## src/rtl/uart_pkg.sv

```systemverilog
// uart_pkg: shared FSM state type, line-level constants and the hex-digit helper.
// Used by a0_uart_tx (and its hex build, enabled by macro A0_UART_HEX_EN).
package uart_pkg;

    typedef enum logic [1:0] {IDLE, START, DATA, STOP} state_e;

    localparam logic       START_BIT     = 1'b0;
    localparam logic       STOP_BIT      = 1'b1;
    localparam int         BITS_PER_BYTE = 8;
    localparam logic [7:0] ASCII_0       = 8'h30;
    localparam logic [7:0] ASCII_A       = 8'h41;
    localparam logic [7:0] ASCII_NL      = 8'h0A;

    function automatic logic [7:0] hex_ascii(input logic [3:0] n);
        return (n < 4'd10) ? ASCII_0 + {4'h0, n} : ASCII_A + {4'h0, n} - 8'd10;
    endfunction

endpackage

```

## src/rtl/a0_fifo.sv

```systemverilog
// a0_fifo: circular-buffer synchronous FIFO, asynchronous active-low reset.
// Ports: clk_i, rst_i (active-low), push_i/wdata_i write side, pop_i/rdata_o read
// side (rdata_o shows the head word), full_o, empty_o, count_o occupancy.
// The caller must not push while full unless it pops in the same cycle.
module a0_fifo #(
    parameter int WIDTH = 32,
    parameter int DEPTH = 4
) (
    input  logic                     clk_i,
    input  logic                     rst_i,
    input  logic                     push_i,
    input  logic [WIDTH-1:0]         wdata_i,
    input  logic                     pop_i,
    output logic [WIDTH-1:0]         rdata_o,
    output logic                     full_o,
    output logic                     empty_o,
    output logic [$clog2(DEPTH):0]   count_o
);

    localparam int PTR_W = $clog2(DEPTH);
    localparam int CNT_W = PTR_W + 1;

    logic [WIDTH-1:0] mem_q [DEPTH];
    logic [WIDTH-1:0] mem_d [DEPTH];
    logic [PTR_W-1:0] wr_q, wr_d, rd_q, rd_d;
    logic [CNT_W-1:0] cnt_q, cnt_d;

    // Pointers wrap naturally because DEPTH is a power of two.
    always_comb begin
        mem_d = mem_q;
        if (push_i) mem_d[wr_q] = wdata_i;
        wr_d  = wr_q + PTR_W'(push_i);
        rd_d  = rd_q + PTR_W'(pop_i);
        cnt_d = cnt_q + CNT_W'(push_i) - CNT_W'(pop_i);
    end

    always_ff @(posedge clk_i or negedge rst_i) begin
        if (!rst_i) begin
            for (int i = 0; i < DEPTH; i++) mem_q[i] <= '0;
            wr_q  <= '0;
            rd_q  <= '0;
            cnt_q <= '0;
        end else begin
            mem_q <= mem_d;
            wr_q  <= wr_d;
            rd_q  <= rd_d;
            cnt_q <= cnt_d;
        end
    end

    assign rdata_o = mem_q[rd_q];
    assign full_o  = cnt_q == CNT_W'(DEPTH);
    assign empty_o = cnt_q == '0;
    assign count_o = cnt_q;

endmodule

```

## src/rtl/a0_uart_tx.sv

```systemverilog
// a0_uart_tx: queues every change of a0_i and serialises each word onto an 8N1 line.
// Ports: clk_i, rst_i (async active-low), a0_i monitored value, en_i capture enable,
// clr_ovf_i overflow clear, tx_o serial line, busy_o serialiser active,
// overflow_o sticky drop flag, fifo_count_o queue occupancy.
// Macro A0_UART_HEX_EN: send each word as uppercase ASCII hex plus newline
// instead of raw bytes (most significant first in both modes).
module a0_uart_tx
    import uart_pkg::*;
#(
    parameter int DATA_WIDTH   = 32,
    parameter int FIFO_DEPTH   = 4,
    parameter int CLKS_PER_BIT = 868
) (
    input  logic                          clk_i,
    input  logic                          rst_i,
    input  logic [DATA_WIDTH-1:0]         a0_i,
    input  logic                          en_i,
    input  logic                          clr_ovf_i,
    output logic                          tx_o,
    output logic                          busy_o,
    output logic                          overflow_o,
    output logic [$clog2(FIFO_DEPTH):0]   fifo_count_o
);

`ifdef A0_UART_HEX_EN
    localparam int NUNITS = DATA_WIDTH / 4 + 1;
    localparam int SHIFT  = 4;
`else
    localparam int NUNITS = DATA_WIDTH / 8;
    localparam int SHIFT  = 8;
`endif
    localparam int CNT_W  = $clog2(CLKS_PER_BIT);
    localparam int UNIT_W = $clog2(NUNITS) + 1;

    state_e                state_q, state_d;
    logic [CNT_W-1:0]      cnt_q, cnt_d;
    logic [2:0]            bit_q, bit_d;
    logic [UNIT_W-1:0]     unit_q, unit_d;
    logic [DATA_WIDTH-1:0] word_q, word_d;
    logic [DATA_WIDTH-1:0] last_q, last_d;
    logic                  ovf_q, ovf_d;
    logic                  tx_q, tx_d;
    logic                  push_req, push, pop, full, empty;
    logic                  last_tick, last_unit;
    logic [DATA_WIDTH-1:0] rdata;
    logic [7:0]            cur_char;

    a0_fifo #(.WIDTH(DATA_WIDTH), .DEPTH(FIFO_DEPTH)) u_fifo (
        .clk_i   (clk_i),
        .rst_i   (rst_i),
        .push_i  (push),
        .wdata_i (a0_i),
        .pop_i   (pop),
        .rdata_o (rdata),
        .full_o  (full),
        .empty_o (empty),
        .count_o (fifo_count_o)
    );

    // A full FIFO still accepts a push when the serialiser pops in the same cycle.
    always_comb begin
        last_d   = a0_i;
        push_req = en_i && (a0_i != last_q);
        push     = push_req && (!full || pop);
        ovf_d    = (push_req && !push) ? 1'b1 : clr_ovf_i ? 1'b0 : ovf_q;
    end

    always_ff @(posedge clk_i or negedge rst_i) begin
        if (!rst_i) begin
            state_q <= IDLE;
            cnt_q   <= '0;
            bit_q   <= '0;
            unit_q  <= '0;
            word_q  <= '0;
            last_q  <= '0;
            ovf_q   <= 1'b0;
            tx_q    <= STOP_BIT;
        end else begin
            state_q <= state_d;
            cnt_q   <= cnt_d;
            bit_q   <= bit_d;
            unit_q  <= unit_d;
            word_q  <= word_d;
            last_q  <= last_d;
            ovf_q   <= ovf_d;
            tx_q    <= tx_d;
        end
    end

    assign last_tick = cnt_q == CNT_W'(CLKS_PER_BIT - 1);
    assign last_unit = unit_q == UNIT_W'(NUNITS - 1);

    always_comb begin
        state_d = state_q;
        cnt_d   = last_tick ? '0 : cnt_q + 1'b1;
        bit_d   = bit_q;
        unit_d  = unit_q;
        word_d  = word_q;
        case (state_q)
            IDLE: begin
                cnt_d = '0;
                if (pop) begin
                    word_d  = rdata;
                    unit_d  = '0;
                    bit_d   = '0;
                    state_d = START;
                end
            end
            START: begin
                if (last_tick) begin
                    bit_d   = '0;
                    state_d = DATA;
                end
            end
            DATA: begin
                if (last_tick) begin
                    bit_d   = bit_q + 1'b1;
                    state_d = (bit_q == 3'(BITS_PER_BYTE - 1)) ? STOP : DATA;
                end
            end
            STOP: begin
                if (last_tick) begin
                    // Next character follows straight away; only the last one returns to IDLE.
                    state_d = last_unit ? IDLE : START;
                    unit_d  = last_unit ? unit_q : unit_q + 1'b1;
                    word_d  = last_unit ? word_q : word_q << SHIFT;
                end
            end
            default: state_d = IDLE;
        endcase
    end

    // tx is registered, so the line lags the state by one cycle and never glitches.
    always_comb begin
        busy_o = state_q != IDLE;
        pop    = (state_q == IDLE) && !empty;
`ifdef A0_UART_HEX_EN
        cur_char = last_unit ? ASCII_NL : hex_ascii(word_q[DATA_WIDTH-1 -: 4]);
`else
        cur_char = word_q[DATA_WIDTH-1 -: 8];
`endif
        tx_d = (state_q == START) ? START_BIT :
               (state_q == DATA)  ? cur_char[bit_q] : STOP_BIT;
    end

    assign tx_o       = tx_q;
    assign overflow_o = ovf_q;

endmodule

```

## config.mk

```make
export PLATFORM = sky130hd
export DESIGN_NAME = a0_uart_tx
export DESIGN_NICKNAME = d
export VERILOG_FILES = /design/src/rtl/uart_pkg.sv /design/src/rtl/a0_fifo.sv /design/src/rtl/a0_uart_tx.sv
export SDC_FILE = /design/constraint.sdc
export NUM_CORES = 1
export LEC_CHECK = 0
export ABC_AREA = 1
export CAP_MARGIN = 20
export CORE_ASPECT_RATIO = 0.75
export CORE_MARGIN = 1
export CORE_UTILIZATION = 49
export CTS_BUF_LIST = sky130_fd_sc_hd__clkbuf_2 sky130_fd_sc_hd__clkbuf_4 sky130_fd_sc_hd__clkbuf_8
export CTS_CLUSTER_SIZE = 12
export DETAILED_ROUTE_END_ITERATION = 16
export PLACE_DENSITY = 0.76
export SYNTH_ARGS = -nofsm -noshare
export SYNTH_HDL_FRONTEND = slang
export SYNTH_SLANG_ARGS = --single-unit
```

## constraint.sdc

```tcl
create_clock -name clk_i -period 4.9 [get_ports clk_i]
set_clock_uncertainty 0.05 [all_clocks]
set_input_delay 0.735 -clock clk_i [delete_from_list [all_inputs] [get_ports clk_i]]
set_output_delay 0.735 -clock clk_i [all_outputs]
set_load 0.01 [all_outputs]
```

; ---- After elaboration in Yosys (flattened, before gate mapping)
; Cells that the tools add are included.
[classes]
mux = 32
n_lt_le_gt_ge = 4
add_sub_neg = 7
bitwise_logic = 2
eq_ne = 13
n_reduce_logical = 18
[op_table]
columns = cell, n
row1 = two-way mux 32 bit, 6
row2 = bitwise mux 128 bit, 1
row3 = binary-select mux 32 bit (select 2 bit), 1
row4 = demux 32 bit (select 2 bit), 1
row5 = one-hot mux 32 bit (2 select lines), 1
row6 = inequality test 32 bit, 1
row7 = two-way mux 10 bit, 2
row8 = two-way mux 3 bit, 5
row9 = AND reduction 4 bit, 3
row10 = "adder 10 x 1 -> 10 bit, second input constant", 1
row11 = "equality test 10 bit, second input constant", 1
row12 = "inequality test 2 bit, second input constant", 5
row13 = one-hot mux 3 bit (3 select lines), 1
row14 = two-way mux 2 bit, 4
row15 = one-hot mux 2 bit (4 select lines), 1
row16 = two-way mux 1 bit, 7
row17 = "adder 3 x 1 -> 3 bit, second input constant", 2
row18 = "equality test 3 bit, second input constant", 2
row19 = ">= comparator 3 bit, second input constant", 2
row20 = NOT 2 -> 3 bit, 2
row21 = one-hot mux 3 bit (2 select lines), 1
row22 = nonzero test 2 bit, 3
row23 = logical AND 1 bit, 5
row24 = adder 2 x 1 -> 2 bit, 2
row25 = other kinds (13), 16
[word_totals]
output_inout_bits = 6
reg_bits = 219
inputBits = 36
elab_cells = 91

; ---- Longest topological paths before layout
; Gate-level depths: netlist of the first run.
[logic_depth]
word_depth = 8
depth_mapped = 14
mapped_depth_nobuf = 13

; ---- Cells and area by module
; A second synthesis of the first run with hierarchy kept.
[unflattened]
cells_unflattened = 1372
hier_area_um2 = 11078.1
[modules_own_cells]
columns = mod, area_per_inst_um2, seq_area_each_um2, cells_each, instances
row1 = a0_fifo, 7218.2, 3378.2, 965, 1
row2 = a0_uart_tx, 3860.0, 2103.3, 407, 1

; ---- Least setup slack after synthesis of the first run
; No wires, ideal clock.
[synth_path]
path_kind = register -> register
from = reg state_q[0]
to = reg u_fifo.cnt_q[2] (netlist: u_fifo.count_o[2])
n_path_buf = 1
setup_ns = 0.123
path_stages_with_launch = 12
arrival_ns = 2.177
setup_slack_ns = 2.550
path_cell_list = dfrtp_1 > inv_1 > ha_1 > inv_1 > nand3_2 > buf_2 > inv_1 > nor3_1 > ha_1 > inv_1 > fa_1 > xnor2_1
[synth_between]
elab_chain_cells = 6
[synth_rtl]
columns = item, line_no
row1 = start: declaration, a0_uart_tx.sv:35  ; state_e state_q, state_d;
row2 = start signal: assignment, a0_uart_tx.sv:79  ; state_q <= state_d;
row3 = logical NOT 2 bit *, a0_uart_tx.sv:136  ; pop = (state_q == IDLE) && !empty;
row4 = logical AND 1 bit *, a0_uart_tx.sv:136
row5 = logical OR 1 bit, a0_uart_tx.sv:64  ; push = push_req && (!full || pop);
row6 = logical AND 1 bit, a0_uart_tx.sv:64
row7 = adder 3 x 1 -> 3 bit, a0_fifo.sv:34  ; cnt_d = cnt_q + CNT_W'(push_i) - CNT_W'(pop_i);
row8 = subtractor 3 x 1 -> 3 bit *, a0_fifo.sv:34
row9 = net u_fifo.cnt_d[2], a0_fifo.sv:26  ; logic [CNT_W-1:0] cnt_q, cnt_d;
row10 = end signal: assignment, a0_fifo.sv:47  ; cnt_q <= cnt_d;
row11 = end: declaration, a0_fifo.sv:26
; Mark *: on every way through the listed nets, which the timed path passes. The rest lies on a longest branch.
; A chain may end at the register's enable or synchronous reset.

; ---- Final worst setup path of the first run
; Same ends and word-level chain as after synthesis.

==> results of run 1 <==
cells by family (layout without fill, tap and decap cells):
| kind of cell | count (synthesis) | in the layout | share of synthesized area |
|---|---|---|---|
| and+or+nand+nor | 706 | 706 | 0.284 |
| xor gates and xnor gates | 17 | 17 | 0.0138 |
| AOI/OAI and AO/OA | 131 | 131 | 0.0720 |
| muxes | 24 | 24 | 0.0222 |
| buffers and inverters | 180 | 214 | 0.0832 |
| DFF | 219 | 219 | 0.506 |
| adders and majority gates | 15 | 15 | 0.0180 |
power groups by stage:
stage                     clock [uW]  combinational [uW]  sequential [uW]
after CTS                       1710                1690             2630
after global placement             0                1640             2630
after floorplan                    0                1210             2580
final                           1680                1720             2640
after detailed placement           0                1680             2650
after global routing            1790                1920             2690
per-layer routing:
metal,global-route usage,part of all wire,vias to the layer above
met1,0.360,0.45,4342
met2,0.369,0.43,414
met4,0.0691,0.019,0
li1,-,-,4301
met3,0.0631,0.099,50
met5,0,0,-
worst max-delay path: stages (launching register included):
cell and delay [ns]:
dfrtp_1 0.41, inv_1 0.13, ha_1 0.30, inv_1 0.19, nand3_4 0.57, inv_1 0.18, nor3_1 0.34, ha_1 0.20
inv_1 0.05, fa_1 0.37, xnor2_1 0.13
metrics by stage:
stage / util / worst slack, ns
after floorplan: - / 2.55
after global placement: 0.524 / 1.57
after detailed placement: 0.524 / 1.52
after CTS: 0.559 / 1.85
after global routing: 0.559 / 1.59
final: 0.559 / 1.84
state kept, by name, indices dropped and copies added (netlist names):
register / count
bit_q: 3
cnt_q: 10
last_q: 32
overflow_o: 1
state_q: 2
tx_o: 1
u_fifo.count_o: 3
u_fifo.mem_q: 128
u_fifo.rd_q: 2
u_fifo.wr_q: 2
unit_q: 3
word_q: 32
worst paths after layout:
path / from / endpoint / cells past startpoint
setup / recovery: state_q[0]$_DFFE_PN0P_ / u_fifo.count_o[2]$_DFF_PN0_ / 10
hold / removal: rst_i / cnt_q[2]$_DFF_PN0_ / 1
setup reg to reg: state_q[0]$_DFFE_PN0P_ / u_fifo.count_o[2]$_DFF_PN0_ / 10
hold reg to reg: u_fifo.mem_q[61]$_DFFE_PN0P_ / u_fifo.mem_q[61]$_DFFE_PN0P_ / 2
max in group asynchronous: rst_i / u_fifo.mem_q[23]$_DFFE_PN0P_ / 2
min in group clk_i: u_fifo.mem_q[61]$_DFFE_PN0P_ / u_fifo.mem_q[61]$_DFFE_PN0P_ / 2
area by class of cell:
class | instances | area (um2) | share of cell area
clock inverter | 6 | 55.1 | 0.00460
tap | 288 | 360 | 0.0301
inverter | 91 | 342 | 0.0285
timing repair buffer | 59 | 576 | 0.0481
multi-input combinational | 893 | 4460 | 0.372
sequential | 219 | 5480 | 0.458
clock buffer | 58 | 698 | 0.0583
cells in the final DEF (no fill, tap or decap), types with 5 or more instances in the layout:
master           synthesis  routed
a21oi_1                 11      11
a31oi_1                  9       9
buf_4                   14      16
clkbuf_4                 0      16
clkbuf_8                 0      42
clkdlybuf4s50_1          0      40
clkinv_2                 0       5
dfrtp_1                218     216
ha_1                    14      14
inv_1                   80      80
inv_2                   11      11
mux2i_1                 24      24
nand2_1                463     463
nand3_1                 17      17
nand4_1                130     130
nor2_1                  77      74
o21ai_0                 76      76
o221ai_1                24      24
xnor2_1                  9       9
xor2_1                   8       8
==> flow_summary.yaml, run 1 <==
run_status:
  status: "completed"
logic_synthesis:
  yosysMostFrequentCell: "nand2_1"
  syn_inst: 1292
  yosysWarnings: 0
  synthArstFlopShare: 1.00
  yosysTopAreaCellShare: 0.504
  seq_area_frac_synth: 0.506
  synth_seq_cells: 219
  ys_top_cells_by_area: "dfrtp_1 50%, nand2_1 16%, nand4_1 7.5%"
  synth_ff_type: "dfrtp_1"
  netlist_area_um2: 10800
  syn_nets: 1343
  synthTopCellsByCount: "463 x nand2_1, 218 x dfrtp_1, 130 x nand4_1, 80 x inv_1, 77 x nor2_1"
  ys_types: 42
  synth_edf_count: 0
  synth_top_area_cell: "dfrtp_1"
  avgSynthCellArea_um2: 8.38
placed_design:
  place_area_um2: 11200
  place.port_buffers: 41
  hpwl_um: 16300
  routabilityCongestion: 0.842
  dp.cells: 1550
cts:
  numCtsBuffers: 37
  post_cts_resized: 0
  cts_tree: "done"
  h-tree-depth: 2
  cts_hold_buffers: 0
  post_cts_buffers: 0
  clk_pin_slew_worst_paths_ns: 0.07
  cts_root_buffer: "clkbuf_8"
  clk_path_buf_depth: 3
  clock_latency_ns: 0.52
  cts_sinks: 219
pwr:
  p_leak_uw: 0.00620
  p_clk_frac: 0.279
  p_total_uw: 6040
  p_sw_frac: 0.358
  intPower_uw: 3880
  peakVddDrop_mv: 0.271
  share_comb_of_total_power: 0.284
  powerDensity_nw_per_um2: 505
  power.switching_uw: 2160
  p_seq_frac: 0.437
worst_setup_path:
  arrival_ns: 3.41
  cp-start-kind: "flip-flop"
  path_class: "flip-flop to flip-flop"
  cp-end-kind: "flip-flop"
  reg2reg_setup_slack_ns: 1.84
  required_ns: 5.24
  cp_max_fo: 63
global_route:
  antenna_found_initial: 0
  track_usage: 0.248
  grt_pass1_wl_um: 44700
  grt-ovfl-total: 0
  grt_pass1_vias: 8551
  grt_max_degree: 119
layout:
  syn2layout_area_growth_pct: 10.6
  stdcell_area_um2: 12000
  nNetsFinal: 1352
  drive_gt1_frac: 0.0837
  antennaDiodeCount: 0
  n_fill_cell: 1912
  final_cell_count_no_fill: 1614
timing:
  fmax_mhz: 326
  finalSetupTns_ns: 0
  max_slew_margin: 0.390
  holdWs_ns: 0.261
  fin_crit_sh: 0.625
  rsz0062_at_grt: "false"
  worst_pin_slew_ns: 0.916
  hold_viol_final: 0
  slew_violations: 0
  final-setup-viol-count: 0
  period_needed_ns: 3.06
drt:
  routedWlPerCell_um: 16.9
  viasPerCell: 5.64
  drc: 0
  firstDrtPassIters: 5
  routed_wl_um: 27300
  drt_iter0_drc: 1061
  ant_nets: 0
  routed-via-count: 9107
worst_hold_path:
  hp-class: "input pin to asynchronous set/reset pin"
floorplan:
  io_pins: 42
  dieArea_um2: 22700
  core_region_area_um2: 21400
  die_h_um: 131
  placementRows: 46
  die_w_um: 174
  initial_utilization: 0.505
job:
  drv_cap: 0
(Power assumes the default switching activity.)
==> inputs of run 2 (changes only) <==
==> constraint.sdc (replaced) <==
create_clock -name clk_i -period 2.9 [get_ports clk_i]
set_clock_uncertainty 0.05 [all_clocks]
set_input_delay 0.435 -clock clk_i [delete_from_list [all_inputs] [get_ports clk_i]]
set_output_delay 0.435 -clock clk_i [all_outputs]
set_load 0.01 [all_outputs]
==> run 2 against run 1 <==
Compared with the run above: first-iteration DRC count down 13%; combinational power up 76%; sequential share of layout area down 1.7 points; setup slack worse by 1.5 ns; via count up 1.8%; highest routed layer unchanged; total power up 72%; sequential cell count unchanged.
==> flow_summary.yaml, run 2 (synthesis results as in run 1) <==
pwr:
  peakVddDrop_mv: 0.456
  p_total_uw: 10400
  p_leak_uw: 0.00645
  powerDensity_nw_per_um2: 836
drt:
  routed_wl_um: 27200
  routed-via-count: 9272
  drc: 0
  viasPerCell: 5.61
  ant_nets: 0
  routedWlPerCell_um: 16.4
  firstDrtPassIters: 7
  drt_iter0_drc: 927
floorplan:
  io_pins: 42
  placementRows: 46
  dieArea_um2: 22700
  die_h_um: 131
  initial_utilization: 0.505
  core_region_area_um2: 21400
  die_w_um: 174
layout:
  syn2layout_area_growth_pct: 14.8
  reg_top3: "u_fifo.mem_q: 128 flops, last_q: 32 flops, word_q: 32 flops"
  regMostFlops: "u_fifo.mem_q"
  largest_register_ffs: 128
  stdcell_area_um2: 12400
  layout_common_cells: "463 x nand2_1, 216 x dfrtp_1, 130 x nand4_1"
  final_cell_count_no_fill: 1654
  mostFrequentLayoutCell: "nand2_1"
  drive_gt1_frac: 0.110
  antennaDiodeCount: 0
  nNetsFinal: 1392
worst_setup_path:
  path_delay_family: "buffers and inverters"
  path_class: "flip-flop to output port"
  cp_max_fo: 5
  cp_slowest_cell: "clkdlybuf4s50_1"
  required_ns: 2.41
  cp-start-kind: "flip-flop"
  path_buf_inv: 3
  rr_worst_depth: 10
  crit_top_cell: "inv_1"
  cpPeakStageDelay_ns: 0.58
  reg2reg_setup_slack_ns: 0.39
  path_cells: "inv_1 -> ha_1 -> inv_1 -> clkdlybuf4s50_1"
  path_depth: 4
  r2r-start: "state_q[0]$_DFFE_PN0P_"
  crit_start: "state_q[0]$_DFFE_PN0P_"
  cp-end-kind: "output port"
  r2r_end: "u_fifo.count_o[1]$_DFF_PN0_"
  crit_end: "busy_o"
  arrival_ns: 2.10
timing:
  setup_ws_ns: 0.313
  fin_crit_sh: 0.892
  hold_viol_final: 0
  final-setup-viol-count: 0
  period_needed_ns: 2.59
  max_slew_margin: 0.471
  worst_pin_slew_ns: 0.792
  slew_violations: 0
  fmax_mhz: 387
  rsz0062_at_grt: "false"
placed_design:
  dp_slack_ns: -0.00196
  hpwl_um: 17000
  routabilityCongestion: 0.799
  place_area_um2: 11600
  dp.cells: 1590
  place.port_buffers: 41
job:
  drv_cap: 0
cts:
  cts_root_buffer: "clkbuf_8"
  clk_pin_slew_worst_paths_ns: 0.06
  post_cts_buffers: 0
  cts_hold_buffers: 1
  clock_latency_ns: 0.53
  h-tree-depth: 2
  cts_tree: "done"
  clk_path_buf_depth: 3
  cts_sinks: 219
  post_cts_resized: 0
  numCtsBuffers: 36
worst_hold_path:
  hp-class: "input pin to flip-flop"
global_route:
  grt-ovfl-total: 0
  grt_pass1_vias: 8797
  grt_max_degree: 97
  grt_pass1_wl_um: 45000
  track_usage: 0.249
  antenna_found_initial: 0
run_status:
  status: "completed"
[run 2: power breakdown]
| group | leakage, uW | switching, uW | internal (uW) |
|---|---|---|---|
| combinational | 0.00327 | 1910 | 1120 |
| sequential | 0.00277 | 518 | 3950 |
| clock | 0.000406 | 1230 | 1660 |
| total | 0.00645 | 3660 | 6730 |
[run 2: layer usage]
layer  track usage  part of all wire
met1         0.354              0.46
met2         0.385              0.44
met3        0.0535             0.081
met4        0.0779             0.017
met5             0                 0
[run 2: worst reg2reg max path: stages (launching register included)]
cell and delay (ns):
dfrtp_1 0.42, inv_1 0.12, ha_1 0.28, inv_1 0.18, nand3_4 0.15, inv_1 0.06, nor3_1 0.33, ha_1 0.21
inv_1 0.05, fa_1 0.49, inv_1 0.04
[run 2: how the worst min path moves through the flow]
stage	startpoint	end	slack (ns)	cells after the start
3_5_place_dp	u_fifo.mem_q[59]$_DFFE_PN0P_	u_fifo.mem_q[59]$_DFFE_PN0P_	0.41	2
2_1_floorplan	rst_i	bit_q[0]$_DFFE_PN0P_	0.09	0
4_1_cts	a0_i[13]	last_q[13]$_DFF_PN0_	0.38	1
5_1_grt	a0_i[13]	last_q[13]$_DFF_PN0_	0.39	1
6_report	a0_i[13]	last_q[13]$_DFF_PN0_	0.39	1
3_3_place_gp	u_fifo.mem_q[62]$_DFFE_PN0P_	u_fifo.mem_q[62]$_DFFE_PN0P_	0.41	2
[run 2: cell type report]
| cell class | instances | area (um2) |
|---|---|---|
| fillers | 1873 | 8980 |
| clock inverters | 4 | 50.0 |
| flip-flops and latches | 219 | 5480 |
| inverters | 91 | 342 |
| repair buffers | 100 | 1010 |
| multi-input cells | 893 | 4460 |
| well taps | 288 | 360 |
| clock buffers | 59 | 724 |
[run 2: stage by stage]
stage / TNS, ns / hold WS (ns) / util
finish: 0 / 0.391 / 0.580
global placement: 0 / 0.407 / 0.544
detailed placement: -0.00196 / 0.411 / 0.544
CTS: 0 / 0.378 / 0.580
global route: 0 / 0.388 / 0.580
floorplan: 0 / 0.0894 / -
==> inputs of run 3 (changes only) <==
--- a/config.mk
+++ b/config.mk
@@ -13,7 +13,10 @@
 export CTS_BUF_LIST = sky130_fd_sc_hd__clkbuf_2 sky130_fd_sc_hd__clkbuf_4 sky130_fd_sc_hd__clkbuf_8
 export CTS_CLUSTER_SIZE = 12
 export DETAILED_ROUTE_END_ITERATION = 16
+export GPL_ROUTABILITY_DRIVEN = 0
+export GPL_TIMING_DRIVEN = 0
 export PLACE_DENSITY = 0.76
+export SLEW_MARGIN = 25
 export SYNTH_ARGS = -nofsm -noshare
 export SYNTH_HDL_FRONTEND = slang
 export SYNTH_SLANG_ARGS = --single-unit
==> run 3 against run 2 <==
Compared with the run above: sequential share of layout area grew 0.20 points; count of clock-buffer cells in the layout shrank 3; via count grew 3.2%; die area is the same; worst hold slack lost 0.071 ns; register-to-register slack lost 0.22 ns; first-iteration DRC count grew 20%; global-route usage grew 2.0 points; total power shrank 1.6%; non-clock buffer count grew 33; critical endpoint is now u_fifo.count_o[2]$_DFF_PN0_; largest power group unchanged.
==> flow_summary.yaml, run 3 (synthesis results as in run 1) <==
cts:
  cts_root_buffer: "clkbuf_8"
  clk_path_buf_depth: 3
  cts_sinks: 219
  h-tree-depth: 2
  post_cts_buffers: 0
  clock_latency_ns: 0.53
  cts_tree: "done"
  numCtsBuffers: 36
  clk_pin_slew_worst_paths_ns: 0.06
layout:
  mostFrequentLayoutCell: "nand2_1"
  regMostFlops: "u_fifo.mem_q"
  reg_top3: "u_fifo.mem_q: 128 flops, last_q: 32 flops, word_q: 32 flops"
  layout_common_cells: "463 x nand2_1, 218 x dfrtp_1, 130 x nand4_1"
  final_cell_count_no_fill: 1681
  nNetsFinal: 1425
  largest_register_ffs: 128
  drive_gt1_frac: 0.0926
  final_util: 0.578
  n_fill_cell: 1951
  antennaDiodeCount: 0
  syn2layout_area_growth_pct: 14.3
global_route:
  grt_pass1_wl_um: 47500
  antenna_found_initial: 0
  grt_pass1_vias: 9028
  grt_max_degree: 95
  grt-ovfl-total: 0
  track_usage: 0.269
drt:
  viasPerCell: 5.69
  drc: 0
  routed_wl_um: 29600
  ant_nets: 0
  routedWlPerCell_um: 17.6
  routed-via-count: 9571
  firstDrtPassIters: 5
  drt_iter0_drc: 1109
pwr:
  peakVddDrop_mv: 0.474
  powerDensity_nw_per_um2: 827
  p_leak_uw: 0.00638
job:
  drv_cap: 0
worst_setup_path:
  required_ns: 3.25
  path_cells: "inv_1 -> ha_1 -> inv_1 -> nand3_2 -> clkbuf_4 -> inv_1 -> nor3_2 -> ha_1 -> inv_1 -> fa_1 -> xnor2_1"
  path_buf_inv: 5
  crit_top_cell: "inv_1"
  cp_max_fo: 10
  path_class: "flip-flop to flip-flop"
  path_delay_family: "adder cells"
  cp-start-kind: "flip-flop"
  arrival_ns: 3.08
  cpPeakStageDelay_ns: 0.41
  cp_slowest_cell: "dfrtp_1"
  cp-end-kind: "flip-flop"
floorplan:
  core_region_area_um2: 21400
  placementRows: 46
  initial_utilization: 0.505
  io_pins: 42
  die_h_um: 131
  dieArea_um2: 22700
  die_w_um: 174
timing:
  fmax_mhz: 366
  period_needed_ns: 2.73
  max_slew_margin: 0.542
  slew_violations: 0
  worst_pin_slew_ns: 0.687
  fin_crit_sh: 0.943
  final-setup-viol-count: 0
  hold_viol_final: 0
placed_design:
  dp.cells: 1623
  place.port_buffers: 41
  hpwl_um: 20400
run_status:
  status: "completed"
worst_hold_path:
  hp-class: "input pin to flip-flop"
run 3: changes by cell type in the layout (fill, tap and decap cells not counted), moves of 3 or more:
cell,before,now
buf_1,0,6
nor2_2,4,1
buf_6,0,3
clkbuf_1,0,38
nor2_1,74,77
buf_8,1,11
buf_2,0,15
buf_4,46,14
buf_12,12,1
run 3: final timing paths:
check	from	end	slack (ns)	cells past startpoint
worst min-delay path	a0_i[6]	last_q[6]$_DFF_PN0_	0.32	1
max in group asynchronous	rst_i	last_q[19]$_DFF_PN0_	1.27	4
min in group asynchronous	rst_i	cnt_q[5]$_DFF_PN0_	0.35	2
worst max-delay path	state_q[0]$_DFFE_PN0P_	u_fifo.count_o[2]$_DFF_PN0_	0.17	11
worst min register to register	u_fifo.mem_q[92]$_DFFE_PN0P_	u_fifo.mem_q[92]$_DFFE_PN0P_	0.43	2
worst max register to register	state_q[0]$_DFFE_PN0P_	u_fifo.count_o[2]$_DFF_PN0_	0.17	11
run 3: metrics by stage:
stage          hold slack (ns)  setup TNS (ns)  instance area, um2  power (uW)  worst slack (ns)
2_1_floorplan           0.0894               0               10800        6410             0.550
3_3_place_gp             0.407        -1746.80               11600        7340             -8.01
3_5_place_dp             0.303          -0.158               11700        7480           -0.0846
4_1_cts                  0.310               0               12400       10200            0.0181
5_1_grt                  0.335         -0.0136               12400       10800           -0.0106
6_report                 0.320               0               12400       10200             0.166
run 3: final cells by class:
class                   count  area (um2)  share of cell area
inverters                  91         342              0.0276
plain buffers              89         562              0.0454
repair buffers             44         480              0.0389
well taps                 288         360              0.0291
clock buffers              56         689              0.0558
clock inverters             1        5.00            0.000405
multi-input cells         893        4450               0.360
flip-flops and latches    219        5480               0.443
run 3: repair_timing:
item	4_1_cts	5_1_grt
resized for setup	0	2
hold endpoints to repair	42	0
hold buffers	1	0
setup endpoints to repair	0	2
run 3: per-layer routing:
| layer | track usage | part of all wire | vias to the layer above | routed length [um] |
|---|---|---|---|---|
| li1 | - | - | 4437 | - |
| met1 | 0.392 | 0.45 | 4567 | 13300 |
| met2 | 0.408 | 0.43 | 496 | 12800 |
| met3 | 0.0524 | 0.095 | 71 | 2800 |
| met4 | 0.0831 | 0.027 | 0 | 800 |
| met5 | 0 | 0 | - | 0 |
run 3: report_power, final:
| group | switching, uW | leakage, uW | internal [uW] |
|---|---|---|---|
| Combinational | 1990 | 0.00324 | 1080 |
| Sequential | 520 | 0.00277 | 3950 |
| Clock | 1190 | 0.000373 | 1490 |
| Total | 3700 | 0.00638 | 6530 |
